[src/rtl/mm_arb_pkg.sv]
// Shared types and default widths for the memory arbiter.
package mm_arb_pkg;

  localparam int unsigned DEF_ADDR_W = 16;
  localparam int unsigned DEF_DATA_W = 16;
  localparam int unsigned STAT_W     = 16;

  typedef enum logic [1:0] {
    IDLE   = 2'd0,
    ACCESS = 2'd1,
    RESP   = 2'd2
  } arb_state_e;

endpackage

[src/rtl/rr_picker.sv]
// Combinational round-robin picker: first eligible request at or after ptr.
module rr_picker #(
  parameter int unsigned N     = 4,
  parameter int unsigned PTR_W = 2
) (
  input  logic [N-1:0]     req,
  input  logic [PTR_W-1:0] ptr,
  input  logic [N-1:0]     mask,
  output logic [PTR_W-1:0] grant,
  output logic             valid
);

  localparam int unsigned SUM_W = PTR_W + 1;

  logic [N-1:0] eligible;

  assign eligible = req & mask;

  // Walk offsets from farthest to nearest so the nearest eligible core wins.
  always_comb begin
    logic [SUM_W-1:0] idx;
    grant = '0;
    valid = 1'b0;
    idx   = '0;
    for (int i = int'(N) - 1; i >= 0; i--) begin
      idx = {1'b0, ptr} + SUM_W'(i);
      if (idx >= SUM_W'(N)) idx = idx - SUM_W'(N);
      if (eligible[idx[PTR_W-1:0]]) begin
        grant = idx[PTR_W-1:0];
        valid = 1'b1;
      end
    end
  end

endmodule

[src/rtl/mem_arbiter.sv]
// Round-robin arbiter sharing one data memory among NUM_CORES cores.
// Optional ARB_STATS_EN adds a saturating stat_conflicts counter.
module mem_arbiter
  import mm_arb_pkg::*;
#(
  parameter int unsigned NUM_CORES = 4,
  parameter int unsigned ADDR_W    = DEF_ADDR_W,
  parameter int unsigned DATA_W    = DEF_DATA_W
) (
  input  logic                          clk,
  input  logic                          reset,
  input  logic [NUM_CORES-1:0]          core_req,
  input  logic [NUM_CORES-1:0]          core_we,
  input  logic [NUM_CORES*ADDR_W-1:0]   core_addr,
  input  logic [NUM_CORES*DATA_W-1:0]   core_wdata,
  output logic [NUM_CORES-1:0]          core_ack,
  output logic [DATA_W-1:0]             core_rdata,
  output logic                          mem_write,
  output logic                          mem_read,
  output logic [ADDR_W-1:0]             mem_address,
  output logic [DATA_W-1:0]             mem_data_in,
  input  logic [DATA_W-1:0]             mem_data_out
`ifdef ARB_STATS_EN
  ,
  output logic [STAT_W-1:0]             stat_conflicts
`endif
);

  localparam int unsigned PTR_W = $clog2(NUM_CORES);

  arb_state_e state_q, state_d;
  logic [PTR_W-1:0]     sel_q, sel_d;
  logic [PTR_W-1:0]     rr_ptr_q, rr_ptr_d;
  logic [PTR_W-1:0]     next_ptr;
  logic [PTR_W-1:0]     pick_ptr;
  logic [NUM_CORES-1:0] pick_mask;
  logic [PTR_W-1:0]     pick_idx;
  logic                 pick_valid;
  logic                 write_d, read_d;
  logic [ADDR_W-1:0]    addr_d;
  logic [DATA_W-1:0]    wdata_d;
  logic [NUM_CORES-1:0] ack_d;
  logic [DATA_W-1:0]    rdata_d;

  logic [ADDR_W-1:0] addr_arr  [NUM_CORES];
  logic [DATA_W-1:0] wdata_arr [NUM_CORES];

  for (genvar g = 0; g < NUM_CORES; g++) begin : g_unpack
    assign addr_arr[g]  = core_addr[g*ADDR_W +: ADDR_W];
    assign wdata_arr[g] = core_wdata[g*DATA_W +: DATA_W];
  end

  assign next_ptr = (sel_q == PTR_W'(NUM_CORES - 1)) ? '0 : sel_q + PTR_W'(1);

  // In RESP the current core is excluded and search starts just past it.
  assign pick_ptr  = (state_q == RESP) ? next_ptr : rr_ptr_q;
  assign pick_mask = (state_q == RESP) ? ~(NUM_CORES'(1) << sel_q) : '1;

  rr_picker #(
    .N     (NUM_CORES),
    .PTR_W (PTR_W)
  ) u_picker (
    .req   (core_req),
    .ptr   (pick_ptr),
    .mask  (pick_mask),
    .grant (pick_idx),
    .valid (pick_valid)
  );

  always_comb begin
    logic load;
    state_d  = state_q;
    sel_d    = sel_q;
    rr_ptr_d = rr_ptr_q;
    write_d  = 1'b0;
    read_d   = 1'b0;
    addr_d   = mem_address;
    wdata_d  = mem_data_in;
    ack_d    = '0;
    rdata_d  = core_rdata;
    load     = 1'b0;
    case (state_q)
      IDLE: begin
        if (pick_valid) load = 1'b1;
      end
      ACCESS: begin
        state_d      = RESP;
        ack_d[sel_q] = 1'b1;
        if (mem_read) rdata_d = mem_data_out;
      end
      RESP: begin
        rr_ptr_d = next_ptr;
        if (pick_valid) load = 1'b1;
        else            state_d = IDLE;
      end
      default: state_d = IDLE;
    endcase
    // Latch the granted core's fields straight into the memory-side registers.
    if (load) begin
      state_d = ACCESS;
      sel_d   = pick_idx;
      write_d = core_we[pick_idx];
      read_d  = ~core_we[pick_idx];
      addr_d  = addr_arr[pick_idx];
      wdata_d = wdata_arr[pick_idx];
    end
  end

  always_ff @(posedge clk or posedge reset) begin
    if (reset) begin
      state_q     <= IDLE;
      sel_q       <= '0;
      rr_ptr_q    <= '0;
      mem_write   <= 1'b0;
      mem_read    <= 1'b0;
      mem_address <= '0;
      mem_data_in <= '0;
      core_ack    <= '0;
      core_rdata  <= '0;
    end else begin
      state_q     <= state_d;
      sel_q       <= sel_d;
      rr_ptr_q    <= rr_ptr_d;
      mem_write   <= write_d;
      mem_read    <= read_d;
      mem_address <= addr_d;
      mem_data_in <= wdata_d;
      core_ack    <= ack_d;
      core_rdata  <= rdata_d;
    end
  end

`ifdef ARB_STATS_EN
  // Two or more bits set iff clearing the lowest set bit leaves something.
  logic multi_req;
  assign multi_req = |(core_req & (core_req - NUM_CORES'(1)));

  always_ff @(posedge clk or posedge reset) begin
    if (reset) begin
      stat_conflicts <= '0;
    end else if (multi_req && (stat_conflicts != '1)) begin
      stat_conflicts <= stat_conflicts + STAT_W'(1);
    end
  end
`endif

endmodule

[config.mk]
export PLATFORM = sky130hd
export DESIGN_NAME = mem_arbiter
export DESIGN_NICKNAME = d
export VERILOG_FILES = /design/src/rtl/mm_arb_pkg.sv /design/src/rtl/rr_picker.sv /design/src/rtl/mem_arbiter.sv
export SDC_FILE = /design/constraint.sdc
export NUM_CORES = 1
export LEC_CHECK = 0
export ABC_AREA = 1
export BUFFER_PORTS_ARGS = -buffer_cell sky130_fd_sc_hd__buf_2
export CAP_MARGIN = 20
export CORE_ASPECT_RATIO = 1.1
export CORE_MARGIN = 2
export CORE_UTILIZATION = 45
export DETAILED_ROUTE_END_ITERATION = 7
export HOLD_SLACK_MARGIN = 0.06
export PLACE_DENSITY = 0.87
export RECOVER_POWER = 50
export SLEW_MARGIN = 40
export SYNTH_ARGS = -nofsm -noshare
export SYNTH_HDL_FRONTEND = slang
export SYNTH_HIERARCHICAL = 1
export SYNTH_SLANG_ARGS = --single-unit
[constraint.sdc]
create_clock -name clk -period 3.9 [get_ports clk]
set_clock_uncertainty 0.1 [all_clocks]
set_input_delay 0.195 -clock clk [delete_from_list [all_inputs] [get_ports clk]]
set_output_delay 0.195 -clock clk [all_outputs]
set_load 0.02 [all_outputs]
Word level (Yosys, flattened, before mapping). Cells that the tools add are included.

Register bits after elaboration: 60. Bits of input ports: 154. Output and inout bits: 54. Logic and storage cells: 85.

Add/sub/neg operators: 8. Order comparisons: 12. Eq/ne operators: 5. Shifts and indexed selects: 1. Mux-type cells: 41. Bitwise logic cells: 4. Reductions and logical operators: 5.

Operator list (count): $bmux W16 S2 (2); $mux W16 (4); $mux W2 (12); $lt A2 B3 Y1 const B (6); $mux W1 (14); $ge A3 B3 Y1 const B (4); $bmux W1 S2 (5); $mux W4 (2); $sub A2 B1 Y2 const B (4); $add A2 B2 Y3 const B (2); $pmux W2 S3 (1); $and A4 B4 Y4 (1); $eq A2 B2 Y1 const B (2); $not A4 Y4 (1); $reduce_and A2 Y1 (2); $shl A1 B2 Y4 const A (1); $add A2 B1 Y3 const B (1); $ge A2 B3 Y1 const B (1); $ne A3 B2 Y1 const B (1); $not A2 Y3 (1); $add A2 B1 Y2 const B (1); $demux W1 S2 (1); $eq A2 B1 Y1 const B (1); $ge A2 B1 Y1 const B (1); other kinds (5) (5).

Logic depth before layout (Yosys ltp).
Depth in word-level cells: 16. Mapped depth: 22. Depth with buffers taken out: 21.

Cells and area by module. The synthesis kept the hierarchy.

By module, submodules not included: mem_arbiter (times used 1, cells each 545, area each 3502.1 µm², sequential area each 1501.4 µm²); rr_picker (times used 1, cells each 53, area each 236.5 µm², sequential area each 0.0 µm²).

Worst setup path after synthesis. OpenSTA, ideal clock, no wires.

Path type: flip-flop to flip-flop. Start point: register sel_q[0]. End point: register mem_address[10]. Setup time: 0.124 ns. Arrival time: 2.281 ns. Required time: 3.676 ns. Slack: 1.396 ns. Stages on the path, launching flop included: 20. Buffers on the path: 3. Period minus slack after synthesis: 2.504 ns. Cell sequence: dfrtp_1 > ha_1 > o31ai_1 > buf_6 > inv_4 > nand2_1 > and2_1 > nand2_1 > nand2_1 > inv_1 > nand2_1 > nand2_1 > nand2_1 > inv_2 > buf_4 > buf_2 > nand2_1 > nand2_1 > nand2_1 > nand3_1.

Longest elaborated chain between the ends: 16. Elaborated cells on any way between the ends: 45. Classes of those cells: add/sub: 8; order compare: 4; eq/ne: 1; shift: 1; mux: 28; bitwise: 3.

RTL lines: start, declared (line mem_arbiter.sv:32) `logic [PTR_W-1:0] sel_q, sel_d;`; start signal, assigned (line mem_arbiter.sv:122) `sel_q <= sel_d;`; $add A2 B1 Y2 / $eq A2 B2 Y1 (equally long branches) (line mem_arbiter.sv:53) `assign next_ptr = (sel_q == PTR_W'(NUM_CORES - 1)) ? '0 : sel_q + PTR_W'(1);`; $mux W2 (*) (line mem_arbiter.sv:53); $mux W2 (*); named net pick_ptr[0] (line mem_arbiter.sv:35) `logic [PTR_W-1:0] pick_ptr;`; $add A2 B2 Y3 (line rr_picker.sv:26) `idx = {1'b0, ptr} + SUM_W'(i);`; $ge A3 B3 Y1 / $sub A2 B1 Y2 (equally long branches) (line rr_picker.sv:27) `if (idx >= SUM_W'(N)) idx = idx - SUM_W'(N);`; $mux W2 (line rr_picker.sv:27); $bmux W1 S2 (line rr_picker.sv:28) `if (eligible[idx[PTR_W-1:0]]) begin`; $mux W1 (not written as such) (line rr_picker.sv:28); $mux W2 (3 in a row) (line rr_picker.sv:28); $mux W2 (*) (line rr_picker.sv:28); named net pick_idx[0] (line mem_arbiter.sv:37) `logic [PTR_W-1:0] pick_idx;`; $not A2 Y3 (not written as such) (*) (line mem_arbiter.sv:104) `addr_d = addr_arr[pick_idx];`; $bmux W16 S2 (*) (line mem_arbiter.sv:104); $mux W16 (not written as such) (*) (2 in a row) (line mem_arbiter.sv:104); end signal, assigned (line mem_arbiter.sv:126) `mem_address <= addr_d;`; end, declared (line mem_arbiter.sv:20) `output logic [ADDR_W-1:0] mem_address,`.

Mark *: on every way through the listed nets, which the timed path passes. The rest lies on a longest branch. The select of a mux whose other input is x is not followed. A chain may end at the register's enable or synchronous reset.

Worst setup path after layout.
Start point: register sel_q[0]. End point: register mem_address[7].

Same word-level chain as after synthesis.

==> out/metrics.cfg <==
[sta]
timing.fmax_ghz = 0.3279
tns_ps = 0
max_slew_margin_pct = 3.865
setup_viol = 0
hold_viol_final = 0
rsz0062_at_grt = no
period_minus_slack_ps = 3049
fin_crit_sh_pct = 78.19
worst_slack_ps = 850.7
maxSlewViolCount = 0
holdWs_ps = 68.24
tightest_slew_ps = 1442

[power]
clkPwrFrac_pct = 8.8
cellPowerDensity_mw_per_mm2 = 1170
vdd_drop_max_mv = 0.7315
combPwrFrac_pct = 72.0
cell_internal_pwr_mw = 2.561
p_seq_share_pct = 19.2
p_leak_nw = 3.087
power.switching_mw = 3.407
power_switching_share_pct = 57.09

[critical_path]
path_cells = ha_1, o31ai_1, buf_4, inv_4, nand2_2, nand2_2, nand2_1, nand2_2, nor2_2, nor2_1, nand2_1, nand2_2, inv_2, buf_12, nand2_1, nand2_1, nand2_1, nand3_1
critPathKind = flip-flop to flip-flop
path_delay_family = simple AND/OR/NAND/NOR gates
crit_path_max_incr_delay_ps = 430
cp-start-kind = flip-flop
r2r-start = sel_q[0]$_DFFE_PP0P_
path_buf_inv = 4
crit_top_cell = nand2_1
worst_ep_arrival_time_ps = 3200
path_max_fanout = 38
worstRegToRegCells = 18
worst-r2r-setup-slack_ps = 850
slowest_stage = dfrtp_1
cp-end-kind = flip-flop
worstPathRequired_ps = 4050
r2r-end = mem_address[7]$_DFFE_PP0P_

[synth]
syn_avg_cell_area_um2 = 6.252
synth.most_common_cell = nand2_1
synth_top_family_by_area = simple AND/OR/NAND/NOR gates
synth_fa_ha_area_share_pct = 1.339
synth_edf_count = 0
synth-compound-area-share_pct = 0.6024
synth_seq_cells = 60
seq_area_frac_synth_pct = 40.16
yosysTopAreaCellShare_pct = 40.16
async_reset_ff_share_pct = 100.0
yosysWarnings = 6
synthTopCellsByCount = nand2_1, nand3_1, dfrtp_1
synth_top_flop_cell = dfrtp_1
synth_cell_types = 19
synth_nets = 756
synth_area_mm2 = 0.003739
synth_top_cell_by_area = dfrtp_1
syn_inst = 598
synth.top_cells.by_area = dfrtp_1, nand2_1, nand3_1, inv_1, buf_2
synth_simple_gate_area_share_pct = 47.59
synth_mux_area_share_pct = 0
synth_xor_area_share_pct = 0

[placed_design]
dpl.hpwl_mm = 7.996
dp.cells = 890
portBuffers = 207
gp_congestion = 0.8145
dp_worst_setup_slack_ps = 868.0

[clocking]
numCtsBuffers = 9
post_cts.repair.setup_buffers = 0
clk_latency_ps = 320
cts_buffer_depth = 2
cts_htree_levels = 3
path_clk_slew_ps = 70
clock-sinks = 60
root_buffer = clkbuf_8
cts_tree = built

[floorplan]
io_pins = 208
core-area_mm2 = 0.007998
num_rows = 34
start_util_pct = 46.75
die_area_mm2 = 0.009054
die_w_um = 90.91
die_y_um = 99.60

[global_route]
grt_util_all_layers_pct = 25.49
grt_pass1_vias = 4228
gr-total-overflow = 0
antenna_found_initial = 0
grt_max_degree = 61
grt_pass1_wl_mm = 18.73

[routing]
drc = 0
wl_per_cell_um = 12.18
vias = 4308
wirelength_mm = 11.24
vias_per_cell = 4.667
drtAntennaViolNets = 0
drt_first_pass_iters = 5
drt_iter0_drc = 161

[outcome]
status = completed

[finish]
diodes = 0
final_layout_size_suffix_gt1_share_pct = 23.19
final_cells = 923
area_delta_synth_final_pct = 36.41
finalNetCount = 968
finalCoreUtilization_pct = 63.77

[flow_run]
maxCapViolCount = 0

[min_path]
hold_class = primary input to flip-flop
min_to = mem_address[14]$_DFFE_PP0P_
whs_path_depth = 5
hp-start = core_addr[14]

routing by layer:
metal | global-route usage (%) | up-vias | routed length, um
met1 | 30.41 | 1893 | 4630
met2 | 46.44 | 182 | 5691
met3 | 4.697 | 18 | 689
met5 | 0 | - | 0
li1 | - | 2215 | -
met4 | 8.508 | 0 | 227
worst max-delay path by stage:
stage | startpoint | to | slack [ps] | cells past startpoint
floorplan | sel_q[0]$_DFFE_PP0P_ | mem_address[10]$_DFFE_PP0P_ | 1400 | 19
global placement | sel_q[0]$_DFFE_PP0P_ | mem_address[7]$_DFFE_PP0P_ | 820 | 15
detailed placement | sel_q[0]$_DFFE_PP0P_ | mem_address[9]$_DFFE_PP0P_ | 870 | 18
CTS | sel_q[0]$_DFFE_PP0P_ | mem_address[8]$_DFFE_PP0P_ | 830 | 18
global route | sel_q[0]$_DFFE_PP0P_ | mem_address[10]$_DFFE_PP0P_ | 570 | 17
finish | sel_q[0]$_DFFE_PP0P_ | mem_address[7]$_DFFE_PP0P_ | 850 | 18
cell type report:
| class | instances | area [um2] |
|---|---|---|
| Multi-Input combinational cell | 450 | 1857 |
| Clock inverter | 5 | 52.55 |
| Inverter | 58 | 220.2 |
| Tap cell | 108 | 135.1 |
| Clock buffer | 11 | 131.4 |
| Fill cell | 787 | 2898 |
| Timing Repair Buffer | 231 | 1202 |
| Sequential cell | 60 | 1501 |
layout by cell type, fill, tap and decap left out:
cell / count
clkinvlp_4: 1
nand2_1: 352
a21oi_1: 2
and2_1: 2
ha_1: 4
o21ai_0: 1
nand3_1: 68
dlygate4sd3_1: 17
dfrtp_1: 60
clkinv_2: 3
clkbuf_8: 9
buf_4: 5
nor2_2: 1
clkbuf_1: 55
o31ai_1: 1
inv_4: 1
buf_2: 154
nor2_4: 2
bufinv_16: 1
nand2_2: 7
nor2_1: 10
inv_2: 3
inv_1: 54
clkbuf_2: 1
buf_12: 1
worst reg2reg max path, cell delays in order, from the launching register on:
cell	delay, ps
dfrtp_1	430
ha_1	250
o31ai_1	240
buf_4	210
inv_4	60
nand2_2	50
nand2_2	70
nand2_1	120
nand2_2	80
nor2_2	120
nor2_1	50
nand2_1	70
nand2_2	100
inv_2	400
buf_12	270
nand2_1	130
nand2_1	90
nand2_1	60
nand3_1	90
power by group through the flow:
| stage | logic (mW) | clock network, mW | registers [mW] |
|---|---|---|---|
| after floorplan | 3.03 | 0 | 1.44 |
| after global placement | 4.27 | 0 | 1.13 |
| after detailed placement | 4.37 | 0 | 1.13 |
| after CTS | 4.40 | 0.535 | 1.13 |
| after global routing | 4.95 | 0.570 | 1.18 |
| final | 4.30 | 0.525 | 1.15 |
repair_timing:
action | in CTS | in global routing
endpoints found under the hold margin | 76 | 0
resized for setup | 0 | 0
hold buffers | 17 | 0
state kept, by name, summed over array words and instances, names as in the netlist:
| register | count |
|---|---|
| rr_ptr_q | 2 |
| mem_address | 16 |
| state_q | 2 |
| mem_read | 1 |
| sel_q | 2 |
| core_ack | 4 |
| mem_data_in | 16 |
| mem_write | 1 |
| core_rdata | 16 |
kinds of logic (layout without fill, tap and decap cells):
family / Yosys count / count (layout)
and+or+nand+nor: 442 / 442
buffers and inverters: 88 / 305
DFF: 60 / 60
adders and majority gates: 4 / 4
AOI/OAI and AO/OA: 4 / 4
through the flow:
| step | instance area (um2) | power [mW] |
|---|---|---|
| final | 5100 | 5.969 |
| after global placement | 4812 | 5.397 |
| after CTS | 5176 | 6.064 |
| after global routing | 5100 | 6.698 |
| after detailed placement | 4822 | 5.508 |
| after floorplan | 3739 | 4.463 |
No activity file was read; power rests on OpenSTA's default activity.
